===== config.mk =====
export PLATFORM = sky130hd
export DESIGN_NAME = fifo_level
export DESIGN_NICKNAME = d
export VERILOG_FILES = /design/src/rtl/fifo_level_pkg.sv /design/src/rtl/fifo_level_ram.sv /design/src/rtl/fifo_level.sv
export SDC_FILE = /design/constraint.sdc
export NUM_CORES = 1
export LEC_CHECK = 0
export ABC_AREA = 0
export ABC_CLOCK_PERIOD_IN_PS = 3300
export BUFFER_PORTS_ARGS = -buffer_cell sky130_fd_sc_hd__clkbuf_2
export CELL_PAD_IN_SITES_DETAIL_PLACEMENT = 1
export CELL_PAD_IN_SITES_GLOBAL_PLACEMENT = 2
export CORE_AREA = 2 2 129 131
export DETAILED_ROUTE_END_ITERATION = 10
export DIE_AREA = 0 0 131 133
export PLACE_DENSITY_LB_ADDON = 0.1
export REMOVE_ABC_BUFFERS = 1
export SLEW_MARGIN = 20
export SYNTH_ARGS = -nofsm -noshare
export SYNTH_HDL_FRONTEND = slang
export SYNTH_SLANG_ARGS = --single-unit

===== constraint.sdc =====
create_clock -name clk -period 3.3 [get_ports clk]
set_clock_uncertainty 0.1 [all_clocks]
set_input_delay 0.495 -clock clk [delete_from_list [all_inputs] [get_ports clk]]
set_output_delay 0.495 -clock clk [all_outputs]
set_load 0.01 [all_outputs]

===== src/rtl/fifo_level_pkg.sv =====
// Shared constants and the threshold legality check for the fifo_level FIFO.
// Used by fifo_level and its storage sub-module fifo_level_ram.
package fifo_level_pkg;

    localparam int DEF_DATA_SIZE        = 8;
    localparam int DEF_ADDR_SPACE_EXP   = 4;
    localparam int DEF_ALMOST_FULL_LVL  = 14;
    localparam int DEF_ALMOST_EMPTY_LVL = 2;

    function automatic bit thresholds_legal(input int ae_lvl, input int af_lvl, input int depth);
        return (ae_lvl < af_lvl) && (af_lvl <= depth);
    endfunction

endpackage


===== src/rtl/fifo_level_ram.sv =====
// Storage for fifo_level: DATA_SIZE x DEPTH register file with a synchronous
// write port and an asynchronous read port. Contents are never reset.
module fifo_level_ram
    import fifo_level_pkg::*;
#(
    parameter int DATA_SIZE      = DEF_DATA_SIZE,
    parameter int ADDR_SPACE_EXP = DEF_ADDR_SPACE_EXP
) (
    input  logic                      clk,
    input  logic                      we,
    input  logic [ADDR_SPACE_EXP-1:0] waddr,
    input  logic [DATA_SIZE-1:0]      wdata,
    input  logic [ADDR_SPACE_EXP-1:0] raddr,
    output logic [DATA_SIZE-1:0]      rdata
);

    localparam int DEPTH = 1 << ADDR_SPACE_EXP;

    logic [DATA_SIZE-1:0] mem_q [DEPTH];

    always_ff @(posedge clk) begin
        if (we) begin
            mem_q[waddr] <= wdata;
        end
    end

    assign rdata = mem_q[raddr];

endmodule


===== src/rtl/fifo_level.sv =====
// Show-ahead synchronous FIFO with occupancy count, almost thresholds, error
// flags and synchronous flush. FIFO_STICKY_ERR_EN makes overflow/underflow sticky.
module fifo_level
    import fifo_level_pkg::*;
#(
    parameter int DATA_SIZE        = DEF_DATA_SIZE,
    parameter int ADDR_SPACE_EXP   = DEF_ADDR_SPACE_EXP,
    parameter int ALMOST_FULL_LVL  = DEF_ALMOST_FULL_LVL,
    parameter int ALMOST_EMPTY_LVL = DEF_ALMOST_EMPTY_LVL
) (
    input  logic                      clk,
    input  logic                      reset_n,
    input  logic                      clear,
    input  logic                      write_to_fifo,
    input  logic [DATA_SIZE-1:0]      write_data_in,
    input  logic                      read_from_fifo,
    output logic [DATA_SIZE-1:0]      read_data_out,
    output logic [ADDR_SPACE_EXP:0]   count,
    output logic                      full,
    output logic                      empty,
    output logic                      almost_full,
    output logic                      almost_empty,
    output logic                      overflow,
    output logic                      underflow
);

    localparam int DEPTH   = 1 << ADDR_SPACE_EXP;
    localparam int COUNT_W = ADDR_SPACE_EXP + 1;

    localparam logic [COUNT_W-1:0] DEPTH_C = COUNT_W'(DEPTH);
    localparam logic [COUNT_W-1:0] AF_LVL  = COUNT_W'(ALMOST_FULL_LVL);
    localparam logic [COUNT_W-1:0] AE_LVL  = COUNT_W'(ALMOST_EMPTY_LVL);

    if (!thresholds_legal(ALMOST_EMPTY_LVL, ALMOST_FULL_LVL, DEPTH)) begin : g_bad_thresholds
        $error("fifo_level: need ALMOST_EMPTY_LVL < ALMOST_FULL_LVL <= DEPTH");
    end

    logic [ADDR_SPACE_EXP-1:0] wr_ptr_q, wr_ptr_d;
    logic [ADDR_SPACE_EXP-1:0] rd_ptr_q, rd_ptr_d;
    logic [COUNT_W-1:0]        count_q, count_d;
    logic                      overflow_q, overflow_d;
    logic                      underflow_q, underflow_d;
    logic                      rd_acc, wr_acc, ram_we;
    logic                      ovf_evt, unf_evt;

    assign full         = (count_q == DEPTH_C);
    assign empty        = (count_q == '0);
    assign almost_full  = (count_q >= AF_LVL);
    assign almost_empty = (count_q <= AE_LVL);
    assign count        = count_q;
    assign overflow     = overflow_q;
    assign underflow    = underflow_q;

    // A write into a full FIFO is still accepted when a read frees the slot in the same cycle.
    always_comb begin
        rd_acc  = read_from_fifo & ~empty;
        wr_acc  = write_to_fifo & (~full | rd_acc);
        ovf_evt = write_to_fifo & ~wr_acc;
        unf_evt = read_from_fifo & empty;
        ram_we  = wr_acc & ~clear;

        wr_ptr_d = wr_ptr_q;
        rd_ptr_d = rd_ptr_q;
        count_d  = count_q;
`ifdef FIFO_STICKY_ERR_EN
        overflow_d  = overflow_q | ovf_evt;
        underflow_d = underflow_q | unf_evt;
`else
        overflow_d  = ovf_evt;
        underflow_d = unf_evt;
`endif

        if (clear) begin
            wr_ptr_d    = '0;
            rd_ptr_d    = '0;
            count_d     = '0;
            overflow_d  = 1'b0;
            underflow_d = 1'b0;
        end else begin
            if (wr_acc) wr_ptr_d = wr_ptr_q + ADDR_SPACE_EXP'(1);
            if (rd_acc) rd_ptr_d = rd_ptr_q + ADDR_SPACE_EXP'(1);
            case ({wr_acc, rd_acc})
                2'b10:   count_d = count_q + COUNT_W'(1);
                2'b01:   count_d = count_q - COUNT_W'(1);
                default: count_d = count_q;
            endcase
        end
    end

    always_ff @(posedge clk or negedge reset_n) begin
        if (!reset_n) begin
            wr_ptr_q    <= '0;
            rd_ptr_q    <= '0;
            count_q     <= '0;
            overflow_q  <= 1'b0;
            underflow_q <= 1'b0;
        end else begin
            wr_ptr_q    <= wr_ptr_d;
            rd_ptr_q    <= rd_ptr_d;
            count_q     <= count_d;
            overflow_q  <= overflow_d;
            underflow_q <= underflow_d;
        end
    end

    fifo_level_ram #(
        .DATA_SIZE      (DATA_SIZE),
        .ADDR_SPACE_EXP (ADDR_SPACE_EXP)
    ) u_ram (
        .clk   (clk),
        .we    (ram_we),
        .waddr (wr_ptr_q),
        .wdata (write_data_in),
        .raddr (rd_ptr_q),
        .rdata (read_data_out)
    );

endmodule


* Word-level counts from Yosys, hierarchy flattened *
Memories as Yosys holds them, arrays and structs flattened.
Index checks and enable logic that the tools add are counted.

storage, ports and cells
  memories kept = 1
  word-level logic and storage cells = 39
  output and inout bits = 19
  register bits after elaboration = 15
  memory bits (writable) = 128

memory list
  name         words  width  read ports  clocked after memory_dff  write ports  line                  source
  u_ram.mem_q  16     8      1           0                         1            fifo_level_ram.sv:19  logic [DATA_SIZE-1:0] mem_q [DEPTH];

operators by class
  reductions and logical operators = 4
  bitwise operators = 10
  $add $sub $neg = 4
  $lt $le $gt $ge = 2
  equality and inequality tests = 3
  multiplexer cells = 10

operator list
  kind                                                 number
  two-way mux 4 bit                                    4
  case mux 5 bit (2 select lines)                      1
  adder 4 x 1 -> 4 bit, second input constant          2
  adder 5 x 1 -> 5 bit, second input constant          1
  bitwise AND 1 bit                                    5
  equality test 5 bit, second input constant           1
  >= comparator 5 x 4 -> 1 bit, second input constant  1
  <= comparator 5 x 2 -> 1 bit, second input constant  1
  logical NOT 5 bit                                    1
  two-way mux 5 bit                                    1
  subtractor 5 x 1 -> 5 bit, second input constant     1
  two-way mux 1 bit                                    4
  inverter 1 bit                                       4
  nonzero test 2 bit                                   2
  nonzero test 3 bit                                   1
  equality test 2 x 1 -> 1 bit, second input constant  1
  equality test 2 bit, second input constant           1
  bitwise OR 1 bit                                     1

* Longest topological paths before layout *
Gate-level depths: netlist of the first run.

  depth after elaboration = 8
  mapped depth = 10
  gate-level depth less buffers = 9

* Hierarchy *
From an unflattened synthesis of the first run, not the netlist that was laid out.

unflattened totals
  cell total of the unflattened synthesis = 314
  area total of the unflattened synthesis = 5900.7 um^2

modules (own cells, without submodules)
  module          area an instance (um^2)  instances  cells each
  fifo_level_ram  4987.3                   1          221
  fifo_level      913.4                    1          93

* Worst setup path after synthesis of the first run *
Ideal clock, no wire load.

  kind = flip-flop to flip-flop
  start = register count_q[4] (netlist: count[4])
  end = register count_q[4] (netlist: count[4])
  cell stages (with the launch flop) = 11
  period minus slack after synthesis = 2.487 ns
  required time = 3.122 ns
  arrival time = 2.310 ns
  setup time = 0.078 ns
  slack = 0.813 ns
  cells stage by stage = dfrtp_1 > buf_2 > inv_1 > a211oi_1 > inv_1 > fa_1 > nand2b_1 > a21oi_1 > mux2i_1 > a32oi_1 > a21oi_1

between the ends
  longest elaborated chain between the ends = 8
  elaborated cells between the ends (all ways) = 14
  classes of those cells = add/sub (2); eq/ne (3); mux (2); bitwise (5); reduce/logical (2)

RTL lines
  what                                                                 line               source
  start: declaration                                                   fifo_level.sv:40   logic [COUNT_W-1:0] count_q, count_d;
  start signal: assignment                                             fifo_level.sv:100  count_q <= count_d;
  logical NOT 5 bit                                                    fifo_level.sv:47   assign empty = (count_q == '0);
  inverter 1 bit                                                       fifo_level.sv:56   rd_acc = read_from_fifo & ~empty;
  bitwise AND 1 bit                                                    fifo_level.sv:56
  bitwise OR 1 bit                                                     fifo_level.sv:57   wr_acc = write_to_fifo & (~full | rd_acc);
  bitwise AND 1 bit                                                    fifo_level.sv:57
  equality test 2 x 1 -> 1 bit or equality test 2 bit (tied branches)  fifo_level.sv:82   case ({wr_acc, rd_acc})
  case mux 5 bit (2 select lines)                                      fifo_level.sv:82
  two-way mux 5 bit                                                    fifo_level.sv:73   if (clear) begin

Parallel ways exist; a longest one is shown, timed or not.
A chain may end at the register's enable or synchronous reset.

* Worst setup path after layout of the first run *
  start = register rd_ptr_q[0]
  end = output read_data_out[0]

between the ends
  longest elaborated chain between the ends = 1

RTL lines
  what                      line              source
  start: declaration        fifo_level.sv:39  logic [ADDR_SPACE_EXP-1:0] rd_ptr_q, rd_ptr_d;
  start signal: assignment  fifo_level.sv:99  rd_ptr_q <= rd_ptr_d;
  memory read (16 x 8 bit)  -
  end: declaration          fifo_level.sv:17  output logic [DATA_SIZE-1:0] read_data_out,

No other way between the ends.

==> flow_metrics.tcl, run 1 <==
set metrics [dict create \
    tns_ns 0 \
    worst_ep_required_time_ns 2.70 \
    setup_viol 0 \
    diodes 0 \
    ios 32 \
    syn_inst 302 \
    postCtsSetupBuffers 0 \
    clockBufferDepth 2 \
    fin_nets 380 \
    grt_first_pass_wirelength_mm 19.89 \
    yosys_register_bits 143 \
    r2r_setup_slack_ns 0.47 \
    fin_crit_ns 2.934 \
    cts_made_buffers 17 \
    clk_pin_slew_ns 0.06 \
    die_h_um 133 \
    muxShareOfSynthArea_pct 17.67 \
    r2r_start "count[4]" \
    cts-root-buf "clkbuf_16" \
    antenna_left 0 \
    synth_edf_count 128 \
    cp-start-kind "flip-flop" \
    drt_iter0_drc 227 \
    wirelength_mm 13.17 \
    grt_max_degree 36 \
    synth_cell_type_count 37 \
    cts_resized 0 \
    cts_tree "built" \
    htreeDepth 4 \
    port_buffers 31 \
    grt_pass1_vias 3143 \
    p_leak_nw 2.431 \
    r2r_end "count[4]" \
    wire_per_inst_um 22.28 \
    syn_avg_cell_area_um2 19.75 \
    area_delta_synth_final_pct 17.54 \
    startpoint "rd_ptr_q[0]" \
    maxCapViolCount 0 \
    place_hpwl_mm 7.894 \
    grt-ovfl-total 0 \
    relSlewSlack_pct 45.44 \
    die_area_mm2 0.01742 \
    synth_area_mm2 0.005963 \
    fmax_mhz 340.9 \
    vias 2995 \
    yosysSeqAreaShare_pct 70.75 \
    critPathCaptureType "output pin" \
    core-area_mm2 0.01617 \
    hold_violations 0 \
    holdPathEnd "underflow" \
    p_per_area_mw_per_mm2 666.9 \
    rsz0062_at_grt "no" \
    hold_depth 3 \
    die_w_um 131 \
    cts_sinks 143 \
    ys_warn_count 0 \
    worst_slew_pin_slew_ns 0.8183 \
    synth_compound_area_share_pct 1.469 \
    rows 47 \
    finalPower_w 0.004675 \
    worstPathArrival_ns 2.34 \
    drive_above_1_share_pct 22.91 \
    clkLatencyLatePin_ns 0.42 \
    maxSlewViolCount 0 \
    ir_worst_vdd_mv 0.3578 \
    min_path_type "in -> reg" \
    groute.usage.overall_pct 16.61 \
    antenna_found_initial 0 \
    r2r_cells 9 \
    status "complete, no violations" \
    crit_type "reg -> out" \
    min-delay-start "read_from_fifo" \
    synth_xor_area_share_pct 1.322 \
    fin_crit_sh_pct 88.89 \
    synthAdderAreaFrac_pct 2.014 \
    ys.flop_type "edfxtp_1" \
    first_pass_iters 5 \
    drc 0 \
    cp_max_fo 35 \
    synthArstFlopShare_pct 10.49 \
    start_util_pct 36.87 \
    gp_congestion 0.6765 \
    routed_via_density 5.068 \
    yosys.area_share.simple_pct 4.805 \
    synth_top_family_by_area "multiplexers" \
]
==> layout make-up <==
class / instances / area, um2
Multi-Input combinational cell: 137 / 1627
Inverter: 8 / 30.03
Timing Repair Buffer: 51 / 320.3
Clock buffer: 20 / 436.7
Tap cell: 220 / 275.3
Sequential cell: 143 / 4220
Fill cell: 1571 / 9163
Clock inverter: 12 / 100.1
==> cell usage after synthesis (2+ instances only) <==
cell type  instances  area (um2)
a21oi_1            5       25.02
edfxtp_1         128        3844
xnor2_1            5       43.79
a21o_1             2       15.01
inv_1              8       30.03
mux4_2            10       225.2
nand3_1            6       30.03
nor2_1            31       116.4
nand3b_1           2       15.01
clkbuf_1           8       30.03
nor2b_1            2       12.51
buf_6              3       33.78
nand2_1           12       45.04
dfrtp_1           15       375.4
ha_1               8       100.1
mux4_1            30       788.3
xor2_1             4       35.03
mux2i_1            4       40.04
==> cells in the final DEF, fill, tap and decap left out, drive strengths merged, types with 8 or more instances in the layout <==
master	instances
clkbuf	51
inv	8
edfxtp	128
clkinv	10
nor2	31
dfrtp	15
nand2	12
ha	8
buf	19
mux4	40
==> report_power, final <==
group | leakage, nW | internal [W] | total, W | switching [W]
logic | 0.813 | 0.000392 | 0.000819 | 0.000427
registers | 1.36 | 0.00203 | 0.00209 | 0.0000629
clock network | 0.262 | 0.00109 | 0.00177 | 0.000681
total | 2.43 | 0.00350 | 0.00467 | 0.00117
==> critical path: stages (launching register included) <==
cell	delay [ns]
dfrtp_2	0.37
buf_12	0.26
mux4_1	0.63
mux4_2	0.49
clkbuf_2	0.15
==> state kept, by name, summed over array words and instances (netlist names) <==
signal and flops:
u_ram.mem_q 128, count 5, rd_ptr_q 4, wr_ptr_q 4, overflow 1, underflow 1
==> layer usage <==
| metal | GRT usage, % | part of all wire, % | wire [um] | vias up |
|---|---|---|---|---|
| met5 | 0 | 0 | 0 | - |
| met4 | 5.319 | 1.1 | 143 | 0 |
| met3 | 4.650 | 3.2 | 423 | 11 |
| met2 | 26.66 | 51 | 6694 | 54 |
| met1 | 21.89 | 45 | 5903 | 1588 |
| li1 | - | - | - | 1342 |
==> worst max-delay path by stage <==
stage / cells after the start / endpoint / slack (ns)
global route: 9 / count[4] / 0.18
floorplan: 2 / read_data_out[0] / 0.40
CTS: 4 / read_data_out[0] / 0.33
global placement: 10 / count[4] / 0.43
finish: 4 / read_data_out[0] / 0.37
detailed placement: 10 / count[4] / 0.41
==> timing repair <==
| item | CTS | global route |
|---|---|---|
| endpoints found under the hold margin | 15 | 0 |
| setup endpoints to repair | 0 | 0 |
| hold buffers | 1 | 0 |
==> cell families after synthesis <==
family | after synthesis
buffers and inverters | 22
adder cells (fa/ha/maj) | 9
AO/OA/AOI/OAI | 13
multiplexers | 44
flip-flops | 143
XOR/XNOR | 9
AND/OR/NAND/NOR | 62
==> metrics by stage <==
stage | worst slack [ns] | hold WS, ns | area (um2) | cells | utilization [%]
after floorplan | 0.3988 | 0.09941 | 5876 | 288 | -
after global placement | 0.4312 | 0.3544 | 6462 | 558 | 39.96
after detailed placement | 0.4142 | 0.3654 | 6462 | 558 | 39.96
after CTS | 0.3271 | 0.3339 | 7009 | 591 | 43.34
after global routing | 0.1824 | 0.3597 | 7009 | 591 | 43.34
final | 0.3665 | 0.3547 | 7009 | 591 | 43.34
Note: power is estimated with default switching activity, not from simulation.
==> run 2, diff against run 1 <==
PLACE_DENSITY = 0.61   (was not set)
PLACE_DENSITY_LB_ADDON = not set   (was 0.1)
==> flow_metrics.tcl, run 2 (synthesized netlist as in run 1, its figures left out) <==
set metrics [dict create \
    ios 32 \
    power_switching_w 0.001242 \
    fin_crit_ns 2.953 \
    status "complete, no violations" \
    grt_pass1_vias 3142 \
    crit_type "reg -> out" \
    start_util_pct 36.87 \
    rsz0062_at_grt "no" \
    area_delta_synth_final_pct 19.43 \
    clockBufferDepth 2 \
    hold_slack_ns 0.3480 \
    p_clk_share_pct 41.8 \
    wire_per_inst_um 21.77 \
    largest_reg_flops 128 \
    ir_worst_vdd_mv 0.3750 \
    min_path_type "in -> reg" \
    crit_family "multiplexers" \
    place_hpwl_mm 7.935 \
    cts_made_buffers 17 \
    top_register "u_ram.mem_q" \
    clk_pin_slew_ns 0.06 \
    fin_nets 381 \
    critPathBufInv 2 \
    p_sw_share_pct 24.83 \
    cts_tree "built" \
    cts-root-buf "clkbuf_16" \
    cp-start-kind "flip-flop" \
    postCtsSetupBuffers 0 \
    htreeDepth 4 \
    wirelength_mm 12.89 \
    crit_chain "buf_12 -> mux4_1 -> mux4_2 -> clkbuf_2" \
    setup_viol 0 \
    antenna_left 0 \
    seqPwrFrac_pct 41.7 \
    gp_congestion 0.6959 \
    drive_above_1_share_pct 25.54 \
    routed_via_density 5.091 \
    worst_ep_required_time_ns 2.70 \
    place_inst 559 \
    tns_ns 0 \
    die_h_um 133 \
    instances_no_fill 592 \
    fin_crit_sh_pct 89.50 \
    drt_iter0_drc 205 \
    drc 0 \
    fin_area_mm2 0.007122 \
    cp_slowest_cell "mux4_1" \
    clkLatencyLatePin_ns 0.42 \
    layout_common_cells "edfxtp_1, nor2_1, clkbuf_2, mux4_1, buf_4" \
    die_area_mm2 0.01742 \
    slowest_delay_ns 0.63 \
    maxSlewViolCount 0 \
    antenna_found_initial 0 \
    place_ws_ns 0.3932 \
    critPathCaptureType "output pin" \
    place_area_mm2 0.006470 \
    port_buffers 31 \
    grt_first_pass_wirelength_mm 19.47 \
    rows 47 \
    p_leak_nw 2.480 \
    cts_sinks 143 \
    fmax_mhz 338.6 \
    first_pass_iters 4 \
    cp_max_fo 35 \
    grt-ovfl-total 0 \
    worst_slew_pin_slew_ns 0.7852 \
    layout_commonest_cell "edfxtp_1" \
    relSlewSlack_pct 47.65 \
    grt_max_degree 36 \
    vias 3014 \
    maxCapViolCount 0 \
    hold_violations 0 \
    worstPathArrival_ns 2.36 \
    groute.usage.overall_pct 16.09 \
    p_per_area_mw_per_mm2 702.0 \
    power_frac_comb_pct 16.5 \
    diodes 0 \
    cellInternalPower_w 0.003758 \
    core-area_mm2 0.01617 \
    setup_ws_ns 0.3465 \
    die_w_um 131 \
]
[run 2: changes by cell type in the layout (fill, tap and decap cells not counted)]
cell and delta:
inv_6 +2, clkbuf_1 -2, buf_4 +1, clkinv_4 +1, clkinvlp_4 +3, bufinv_16 +3
clkinv_1 -7
[run 2: through the flow]
| stage | util [%] | power [W] |
|---|---|---|
| after floorplan | - | 0.002657 |
| final | 44.04 | 0.004999 |
| after CTS | 44.04 | 0.005060 |
| after global placement | 40.01 | 0.002951 |
| after detailed placement | 40.01 | 0.002965 |
| after global routing | 44.04 | 0.005177 |
[run 2: what timing repair did]
| action | CTS | global route |
|---|---|---|
| hold buffers | 1 | 0 |
| hold endpoints to repair | 15 | 0 |
| resized for setup | 0 | 0 |
[run 2: area by class of cell]
class                      count  area [um2]
fill                        1533        9050
sequential                   143        4220
multi-input combinational    137        1627
clock buffer                  18       429.2
timing repair buffer          52       327.8
tap                          220       275.3
clock inverter                14       212.7
inverter                       8       30.03
[run 2: final timing paths]
kind                            slack, ns           start          endpoint  cells past startpoint
worst max-delay path                 0.35     rd_ptr_q[0]  read_data_out[5]                      4
worst min-delay path                 0.35  read_from_fifo         underflow                      3
worst max register to register       0.50        count[4]          count[4]                      9
worst min register to register       0.50     wr_ptr_q[1]       wr_ptr_q[1]                      2
max in group asynchronous            2.33         reset_n       rd_ptr_q[0]                      2
min in group asynchronous            0.46         reset_n          count[1]                      2
[run 2: per-layer routing]
layer / routed length, um / track usage (%) / part of all wire [%] / vias to the layer above
li1: - / - / - / 1351
met1: 5713 / 21.74 / 44 / 1566
met2: 6369 / 25.01 / 49 / 75
met3: 530 / 3.518 / 4.1 / 22
met4: 276 / 7.092 / 2.1 / 0
met5: 0 / 0 / 0 / -
[run 2: worst register-to-register path, delay by kind of cell, from the launching register on]
kind / cells / cell delay, ns
flip-flops: 1 / 0.53
AND/OR/NAND/NOR: 1 / 0.16
adder cells (fa/ha/maj): 1 / 0.42
multiplexers: 1 / 0.22
AO/OA/AOI/OAI: 4 / 1.03
buffers and inverters: 2 / 0.26
[run 2: power groups by stage]
stage	clock, W	sequential [W]	combinational [W]
5_1_grt	0.00218	0.00209	0.000902
6_report	0.00209	0.00208	0.000825
3_3_place_gp	0	0.00212	0.000834
4_1_cts	0.00213	0.00209	0.000845
3_5_place_dp	0	0.00212	0.000841
2_1_floorplan	0	0.00217	0.000487
